--- config.mk ---
export PLATFORM = sky130hd
export DESIGN_NAME = memwb_stage_rv_flat
export DESIGN_NICKNAME = d
export VERILOG_FILES = /design/src/rtl/memwb_pkg.sv /design/src/rtl/memwb_stage_rv_if.sv /design/src/rtl/memwb_stage_rv_skid_reg2.sv /design/src/rtl/memwb_stage_rv.sv /design/src/flat_wrapper.sv
export SDC_FILE = /design/constraint.sdc
export NUM_CORES = 1
export LEC_CHECK = 0
export CORE_MARGIN = 3
export CORE_UTILIZATION = 30
export DETAILED_ROUTE_END_ITERATION = 16
export PLACE_DENSITY = 0.58
export SLEW_MARGIN = 20
export SYNTH_ARGS = -nofsm -noshare
export SYNTH_HDL_FRONTEND = slang
export SYNTH_SLANG_ARGS = --single-unit
--- constraint.sdc ---
create_clock -name clk -period 4.4 [get_ports clk]
set_clock_uncertainty 0.05 [all_clocks]
set_input_delay 0.66 -clock clk [delete_from_list [all_inputs] [get_ports clk]]
set_output_delay 0.66 -clock clk [all_outputs]
set_load 0.01 [all_outputs]
--- src/rtl/memwb_pkg.sv ---
// Shared types for the MEM->WB stage: writeback source select, skid occupancy states
// and the captured entry payload.
package memwb_pkg;

   localparam int unsigned MEMWB_ARQ    = 16;
   localparam int unsigned MEMWB_DEST_W = 3;

   typedef enum logic [1:0] {
      WB_ALU  = 2'd0,
      WB_MEM  = 2'd1,
      WB_IMM  = 2'd2,
      WB_ALU2 = 2'd3
   } wb_sel_e;

   typedef enum logic [1:0] {
      SKID_EMPTY = 2'd0,
      SKID_ONE   = 2'd1,
      SKID_FULL  = 2'd2
   } skid_state_e;

   typedef struct packed {
      wb_sel_e                 wb_sel;
      logic                    wb_en;
      logic                    pc_en;
      logic [MEMWB_ARQ-1:0]    alu;
      logic [MEMWB_ARQ-1:0]    mem;
      logic [MEMWB_ARQ-1:0]    imm;
      logic [MEMWB_DEST_W-1:0] dest;
   } memwb_payload_t;

   localparam int unsigned MEMWB_PAYLOAD_W = $bits(memwb_payload_t);

endpackage

--- src/rtl/memwb_stage_rv_if.sv ---
// MEM->WB stage bus: upstream handshake/payload, downstream head outputs, forwarding tap,
// flush and stall counter. master = surrounding pipeline, slave = the stage.
interface memwb_stage_rv_if #(
   parameter int unsigned ARQ    = 16,
   parameter int unsigned DEST_W = 3,
   parameter int unsigned CNT_W  = 16
);
   logic              flush;
   logic              in_valid;
   logic              in_ready;
   logic [1:0]        in_wb_sel;
   logic              in_wb_en;
   logic              in_pc_en;
   logic [ARQ-1:0]    in_alu;
   logic [ARQ-1:0]    in_mem;
   logic [ARQ-1:0]    in_imm;
   logic [DEST_W-1:0] in_dest;
   logic              out_valid;
   logic              out_ready;
   logic              out_wb_en;
   logic              out_pc_en;
   logic [ARQ-1:0]    out_wb_data;
   logic [DEST_W-1:0] out_wb_dest;
   logic              fwd_valid;
   logic [DEST_W-1:0] fwd_dest;
   logic [ARQ-1:0]    fwd_data;
   logic [CNT_W-1:0]  stall_cnt;

   modport master (
      output flush, in_valid, in_wb_sel, in_wb_en, in_pc_en, in_alu, in_mem, in_imm, in_dest,
      output out_ready,
      input  in_ready, out_valid, out_wb_en, out_pc_en, out_wb_data, out_wb_dest,
      input  fwd_valid, fwd_dest, fwd_data, stall_cnt
   );

   modport slave (
      input  flush, in_valid, in_wb_sel, in_wb_en, in_pc_en, in_alu, in_mem, in_imm, in_dest,
      input  out_ready,
      output in_ready, out_valid, out_wb_en, out_pc_en, out_wb_data, out_wb_dest,
      output fwd_valid, fwd_dest, fwd_data, stall_cnt
   );

endinterface

--- src/rtl/memwb_stage_rv_skid_reg2.sv ---
// Generic 2-entry valid/ready skid register with synchronous flush. Upstream ready is a
// pure function of registered occupancy, so there is no combinational ready path.
module skid_reg2
   import memwb_pkg::*;
#(
   parameter int unsigned WIDTH = 8
) (
   input  logic             clk,
   input  logic             rst,
   input  logic             i_flush,
   input  logic             i_valid,
   output logic             o_ready,
   input  logic [WIDTH-1:0] i_data,
   output logic             o_valid,
   input  logic             i_ready,
   output logic [WIDTH-1:0] o_data
);

   skid_state_e      r_state;
   skid_state_e      w_state_nxt;
   logic [WIDTH-1:0] r_main;
   logic [WIDTH-1:0] r_skid;
   logic             w_accept;
   logic             w_retire;
   logic             w_load_main_in;
   logic             w_load_main_skid;
   logic             w_load_skid;

   assign o_ready  = (r_state != SKID_FULL);
   assign o_valid  = (r_state != SKID_EMPTY);
   assign o_data   = r_main;
   assign w_accept = i_valid & o_ready;
   assign w_retire = o_valid & i_ready;

   always_ff @(posedge clk) begin
      if (rst) begin
         r_state <= SKID_EMPTY;
      end else begin
         r_state <= w_state_nxt;
      end
   end

   always_comb begin
      w_state_nxt      = r_state;
      w_load_main_in   = 1'b0;
      w_load_main_skid = 1'b0;
      w_load_skid      = 1'b0;
      case (r_state)
         SKID_EMPTY: begin
            if (w_accept) begin
               w_state_nxt    = SKID_ONE;
               w_load_main_in = 1'b1;
            end
         end
         SKID_ONE: begin
            if (w_accept && w_retire) begin
               w_load_main_in = 1'b1;
            end else if (w_accept) begin
               w_state_nxt = SKID_FULL;
               w_load_skid = 1'b1;
            end else if (w_retire) begin
               w_state_nxt = SKID_EMPTY;
            end
         end
         SKID_FULL: begin
            if (w_retire) begin
               w_state_nxt      = SKID_ONE;
               w_load_main_skid = 1'b1;
            end
         end
         default: w_state_nxt = SKID_EMPTY;
      endcase
      // Flush drops any same-cycle accept; a same-cycle retire has already been delivered.
      if (i_flush) begin
         w_state_nxt      = SKID_EMPTY;
         w_load_main_in   = 1'b0;
         w_load_main_skid = 1'b0;
         w_load_skid      = 1'b0;
      end
   end

   always_ff @(posedge clk) begin
      if (rst) begin
         r_main <= '0;
         r_skid <= '0;
      end else begin
         if (w_load_main_in) begin
            r_main <= i_data;
         end else if (w_load_main_skid) begin
            r_main <= r_skid;
         end
         if (w_load_skid) begin
            r_skid <= i_data;
         end
      end
   end

endmodule

--- src/rtl/memwb_stage_rv.sv ---
// MEM->WB pipeline stage: skid-buffered entries, writeback source mux on the head entry,
// valid-qualified outputs, WB->EX forwarding tap and saturating stall counter.
module memwb_stage_rv
   import memwb_pkg::*;
#(
   parameter int unsigned ARQ    = MEMWB_ARQ,
   parameter int unsigned DEST_W = MEMWB_DEST_W,
   parameter int unsigned CNT_W  = 16
) (
   input  logic              clk,
   input  logic              rst,
   memwb_stage_rv_if.slave   bus
);

   memwb_payload_t    w_in_pl;
   memwb_payload_t    w_head_pl;
   logic              w_head_valid;
   logic              w_in_ready;
   logic [ARQ-1:0]    w_wb_data;
   logic [DEST_W-1:0] w_wb_dest;
   logic              w_head_wb_en;
   logic [CNT_W-1:0]  r_stall_cnt;

   always_comb begin
      w_in_pl        = '0;
      w_in_pl.wb_sel = wb_sel_e'(bus.in_wb_sel);
      w_in_pl.wb_en  = bus.in_wb_en;
      w_in_pl.pc_en  = bus.in_pc_en;
      w_in_pl.alu    = bus.in_alu;
      w_in_pl.mem    = bus.in_mem;
      w_in_pl.imm    = bus.in_imm;
      w_in_pl.dest   = bus.in_dest;
   end

   skid_reg2 #(
      .WIDTH (MEMWB_PAYLOAD_W)
   ) u_skid (
      .clk     (clk),
      .rst     (rst),
      .i_flush (bus.flush),
      .i_valid (bus.in_valid),
      .o_ready (w_in_ready),
      .i_data  (w_in_pl),
      .o_valid (w_head_valid),
      .i_ready (bus.out_ready),
      .o_data  (w_head_pl)
   );

   // Entries are stored raw; the source select is resolved only on the head entry.
   always_comb begin
      w_wb_data = w_head_pl.alu;
      case (w_head_pl.wb_sel)
         WB_MEM:  w_wb_data = w_head_pl.mem;
         WB_IMM:  w_wb_data = w_head_pl.imm;
         default: w_wb_data = w_head_pl.alu;
      endcase
   end

   assign w_wb_dest    = w_head_pl.dest;
   assign w_head_wb_en = w_head_valid & w_head_pl.wb_en;

   always_ff @(posedge clk) begin
      if (rst) begin
         r_stall_cnt <= '0;
      end else if (w_head_valid && !bus.out_ready && (r_stall_cnt != '1)) begin
         r_stall_cnt <= r_stall_cnt + 1'b1;
      end
   end

   assign bus.in_ready    = w_in_ready;
   assign bus.out_valid   = w_head_valid;
   assign bus.out_wb_en   = w_head_wb_en;
   assign bus.out_pc_en   = w_head_valid & w_head_pl.pc_en;
   assign bus.out_wb_data = w_wb_data;
   assign bus.out_wb_dest = w_wb_dest;
   assign bus.fwd_valid   = w_head_wb_en;
   assign bus.fwd_dest    = w_wb_dest;
   assign bus.fwd_data    = w_wb_data;
   assign bus.stall_cnt   = r_stall_cnt;

endmodule
--- src/flat_wrapper.sv ---
// flat-port wrapper written by rule: the top's interface ports become plain ports
module memwb_stage_rv_flat import memwb_pkg::*;
#(
   parameter int unsigned ARQ    = MEMWB_ARQ,
   parameter int unsigned DEST_W = MEMWB_DEST_W,
   parameter int unsigned CNT_W  = 16
)
  (clk, rst, bus_flush, bus_in_valid, bus_in_wb_sel, bus_in_wb_en, bus_in_pc_en, bus_in_alu, bus_in_mem, bus_in_imm, bus_in_dest, bus_out_ready, bus_in_ready, bus_out_valid, bus_out_wb_en, bus_out_pc_en, bus_out_wb_data, bus_out_wb_dest, bus_fwd_valid, bus_fwd_dest, bus_fwd_data, bus_stall_cnt);
  memwb_stage_rv_if #(.ARQ(ARQ), .DEST_W(DEST_W), .CNT_W(CNT_W)) bus_i ();
  input  logic clk;
  input  logic rst;
  input wire logic [$bits(bus_i.flush)-1:0] bus_flush;
  input wire logic [$bits(bus_i.in_valid)-1:0] bus_in_valid;
  input wire logic [$bits(bus_i.in_wb_sel)-1:0] bus_in_wb_sel;
  input wire logic [$bits(bus_i.in_wb_en)-1:0] bus_in_wb_en;
  input wire logic [$bits(bus_i.in_pc_en)-1:0] bus_in_pc_en;
  input wire logic [$bits(bus_i.in_alu)-1:0] bus_in_alu;
  input wire logic [$bits(bus_i.in_mem)-1:0] bus_in_mem;
  input wire logic [$bits(bus_i.in_imm)-1:0] bus_in_imm;
  input wire logic [$bits(bus_i.in_dest)-1:0] bus_in_dest;
  input wire logic [$bits(bus_i.out_ready)-1:0] bus_out_ready;
  output wire logic [$bits(bus_i.in_ready)-1:0] bus_in_ready;
  output wire logic [$bits(bus_i.out_valid)-1:0] bus_out_valid;
  output wire logic [$bits(bus_i.out_wb_en)-1:0] bus_out_wb_en;
  output wire logic [$bits(bus_i.out_pc_en)-1:0] bus_out_pc_en;
  output wire logic [$bits(bus_i.out_wb_data)-1:0] bus_out_wb_data;
  output wire logic [$bits(bus_i.out_wb_dest)-1:0] bus_out_wb_dest;
  output wire logic [$bits(bus_i.fwd_valid)-1:0] bus_fwd_valid;
  output wire logic [$bits(bus_i.fwd_dest)-1:0] bus_fwd_dest;
  output wire logic [$bits(bus_i.fwd_data)-1:0] bus_fwd_data;
  output wire logic [$bits(bus_i.stall_cnt)-1:0] bus_stall_cnt;
  assign bus_i.flush = bus_flush;
  assign bus_i.in_valid = bus_in_valid;
  assign bus_i.in_wb_sel = bus_in_wb_sel;
  assign bus_i.in_wb_en = bus_in_wb_en;
  assign bus_i.in_pc_en = bus_in_pc_en;
  assign bus_i.in_alu = bus_in_alu;
  assign bus_i.in_mem = bus_in_mem;
  assign bus_i.in_imm = bus_in_imm;
  assign bus_i.in_dest = bus_in_dest;
  assign bus_i.out_ready = bus_out_ready;
  assign bus_in_ready = bus_i.in_ready;
  assign bus_out_valid = bus_i.out_valid;
  assign bus_out_wb_en = bus_i.out_wb_en;
  assign bus_out_pc_en = bus_i.out_pc_en;
  assign bus_out_wb_data = bus_i.out_wb_data;
  assign bus_out_wb_dest = bus_i.out_wb_dest;
  assign bus_fwd_valid = bus_i.fwd_valid;
  assign bus_fwd_dest = bus_i.fwd_dest;
  assign bus_fwd_data = bus_i.fwd_data;
  assign bus_stall_cnt = bus_i.stall_cnt;
  memwb_stage_rv #(.ARQ(ARQ), .DEST_W(DEST_W), .CNT_W(CNT_W)) u_core (.clk(clk), .rst(rst), .bus(bus_i));
endmodule
==> key figures <==
Route
  – DRT iter0 DRCs: 357
  – Wire per inst: 16.4 microns
  – Via count: 5,124
  – Avg Vias per Cell: 5.14
  – Post-DRT Antenna Nets: 0
  – Drc violations: 0
  – 1st-pass router iterations: 5
  – Final wirelength: 16,400 microns

Worst setup path
  – Worst Path Required: 3.69 ns
  – Worst-path maximum fanout: 32
  – CP Capture Type: primary output
  – Family with the most delay on the worst path: buffers and inverters
  – R2R setup slack: 2.22 ns
  – Slowest Stage Delay on Critical Path: 0.65 ns
  – Critical path's slowest cell: clkdlybuf4s50_1
  – Worst setup SP type: flip-flop
  – Critical Path, Cell by Cell: inv_1, ha_1, o21ai_0, clkdlybuf4s50_1
  – Arr. time, crit path: 2.63 ns
  – WS Path Type: reg2out
  – Worst Path Buf+Inv: 2

Global routing
  – GRT Util Overall: 16.0%
  – Initial antenna violation count: 0
  – First-pass GRT wire length: 25,400 microns
  – Total congestion overflow: 0
  – Vias in the first global route: 4,555
  – Largest net degree at the start of global routing: 61

Clock network
  – Count of cells resized by post-cts repair: 0
  – CTS root buf: clkbuf_16
  – # clock sinks: 128
  – Cts hold-fix bufs: 0
  – Clock Latency Late Sink: 0.42 ns
  – Setup bufs post-CTS: 0
  – CTS max path bufs: 2
  – H-tree Lvls: 4
  – TritonCTS clock tree: built
  – Clock-pin slew on the worst setup and hold paths: 0.06 ns
  – Inserted Clock Buffers: 17

Power and ir drop
  – Sequential fraction of design power: 42.9%
  – Power share of the clock group: 48.4%
  – Total power: 0.00282 W
  – PwrDens: 387 nW/um^2
  – Internal: 0.00213 W
  – Leak: 2.30 nW
  – Comb power frac: 8.7%
  – Net Switching: 0.000688 W
  – Peak VDD IR: 0.271 mV
  – Sw Share: 24.4%

Floorplan
  – Num ports: 119
  – Core box area: 18,100 sq um
  – Die span in x: 142 microns
  – Die area: 20,200 sq um
  – Height of the die: 142 microns
  – Rows: 49
  – Effective utilization at floorplan: 30.8%

Logic synthesis
  – Synth Cell Area: 5570 sq um
  – Post-Syn Area per Cell: 8.08 sq um
  – Post-synth top flop: dfxtp_1
  – Synth Instances: 689
  – Number of synthesized flops with an enable pin: 0
  – Yosys warnings: 0
  – Area fraction of the dominant cell type after synthesis: 46.0%
  – Netlist cell types: 39
  – Seq/Total Area, Yosys: 46.0%
  – FFs w/ async S/R, synth: 0%
  – Cell taking the most area after synthesis: dfxtp_1
  – Top cells by area, synth: dfxtp_1, a21oi_1, a22oi_1
  – Synthesized flop and latch total: 128
  – Mapped Nets: 752

Finish
  – Share of cells above drive strength 1: 6.77%
  – Final nets: 818
  – Most frequent cells in the layout: nand2_1, dfxtp_1, a21oi_1
  – Syn-to-layout area delta: 30.8%
  – Leading cell type in the layout, fill and taps excluded: nand2_1
  – Antenna diodes: 0
  – Fill cells: 1,844

STA
  – Slew @ Worst Pin: 0.729 ns
  – RSZ-0062 raised after global routing: false
  – Fin crit share: 76.0%
  – Slew HR: 51.4%
  – Setup Total Neg Slack: 0 ns
  – Final Setup Violations: 0
  – Tmin final: 3.34 ns
  – Slew Limit Fails: 0
  – FMAX: 0.299 GHz
  – Final Hold Vio Count: 0

Place
  – Gp weighted congestion: 0.770
  – IO buf count: 118
  – Hpwl dp: 10,400 microns

Job
  – Max-Cap Viols: 0

Status
  – Status: complete, no violations

Min path
  – Min-delay worst type: reg2reg
## flip-flops by register name, indices dropped and copies added (netlist names)
name	cells
u_core.bus.stall_cnt	16
u_core.u_skid.o_data	55
u_core.u_skid.r_skid	55
u_core.u_skid.r_state	2
## logic make-up after synthesis
group | share of synthesized area, %
compound gates | 29.8
fa+ha+maj | 0.674
buf+inv | 7.68
flops | 46.0
mux | 1.15
simple gates | 14.7
## power by group through the flow
stage	clock network (W)	logic [W]	registers, W
after floorplan	0	0.000127	0.00123
after global placement	0	0.000245	0.00123
after detailed placement	0	0.000245	0.00123
after CTS	0.00139	0.000246	0.00121
after global routing	0.00144	0.000267	0.00121
final	0.00136	0.000244	0.00121
## worst paths after layout
path / depth (start not counted) / end / from
max: 4 / bus_fwd_data[15] / u_core.u_skid.o_data[53]
min: 2 / u_core.u_skid.r_skid[5] / u_core.u_skid.r_skid[5]
max reg2reg: 5 / u_core.u_skid.r_skid[54] / u_core.u_skid.r_state[0]
min reg2reg: 2 / u_core.u_skid.r_skid[5] / u_core.u_skid.r_skid[5]
## metrics by stage
step	cells	instance area, sq um	worst slack (ns)	util, %	hold WS (ns)
2_1_floorplan	689	5570	2.05	-	0.387
3_3_place_gp	965	6710	1.37	37.1	0.391
3_5_place_dp	965	6710	1.36	37.1	0.397
4_1_cts	997	7280	0.961	40.3	0.404
5_1_grt	997	7280	0.869	40.3	0.420
6_report	997	7280	1.06	40.3	0.402
## worst min-delay path: cells and delay by family, from the launching register on
family           cells  cell delay, ns
AND/OR/NAND/NOR      1            0.05
AO/OA/AOI/OAI        1            0.05
flip-flops           1            0.30
## area by class of cell
class                   count  area (sq um)  share of cell area (%)
clock buffers              21           470                    6.46
clock inverters            11           105                    1.44
inverters                   3          11.3                   0.155
multi-input cells         478          2610                    35.8
flip-flops and latches    128          2560                    35.2
well taps                 229           287                    3.93
repair buffers            127          1240                    17.0
## synth_stat cells, types with 4 or more instances
| cell | count |
|---|---|
| a21oi_1 | 120 |
| a22oi_1 | 71 |
| buf_2 | 24 |
| buf_4 | 23 |
| clkbuf_1 | 33 |
| dfxtp_1 | 128 |
| nand2_1 | 135 |
| nand2b_1 | 4 |
| nand3_1 | 9 |
| nor2_1 | 4 |
| nor2b_1 | 5 |
| nor3_1 | 5 |
| o21ai_0 | 65 |
| o21ai_1 | 9 |
| o31ai_1 | 6 |
| or3_1 | 4 |
| or4_1 | 5 |
## metal layers
layer | wire, microns | GRT usage, % | vias up
li1 | - | - | 2573
met1 | 7780 | 22.2 | 2420
met2 | 7660 | 24.7 | 115
met3 | 748 | 3.93 | 16
met4 | 197 | 4.55 | 0
met5 | 0 | 0 | -
(Power assumes the default switching activity.)
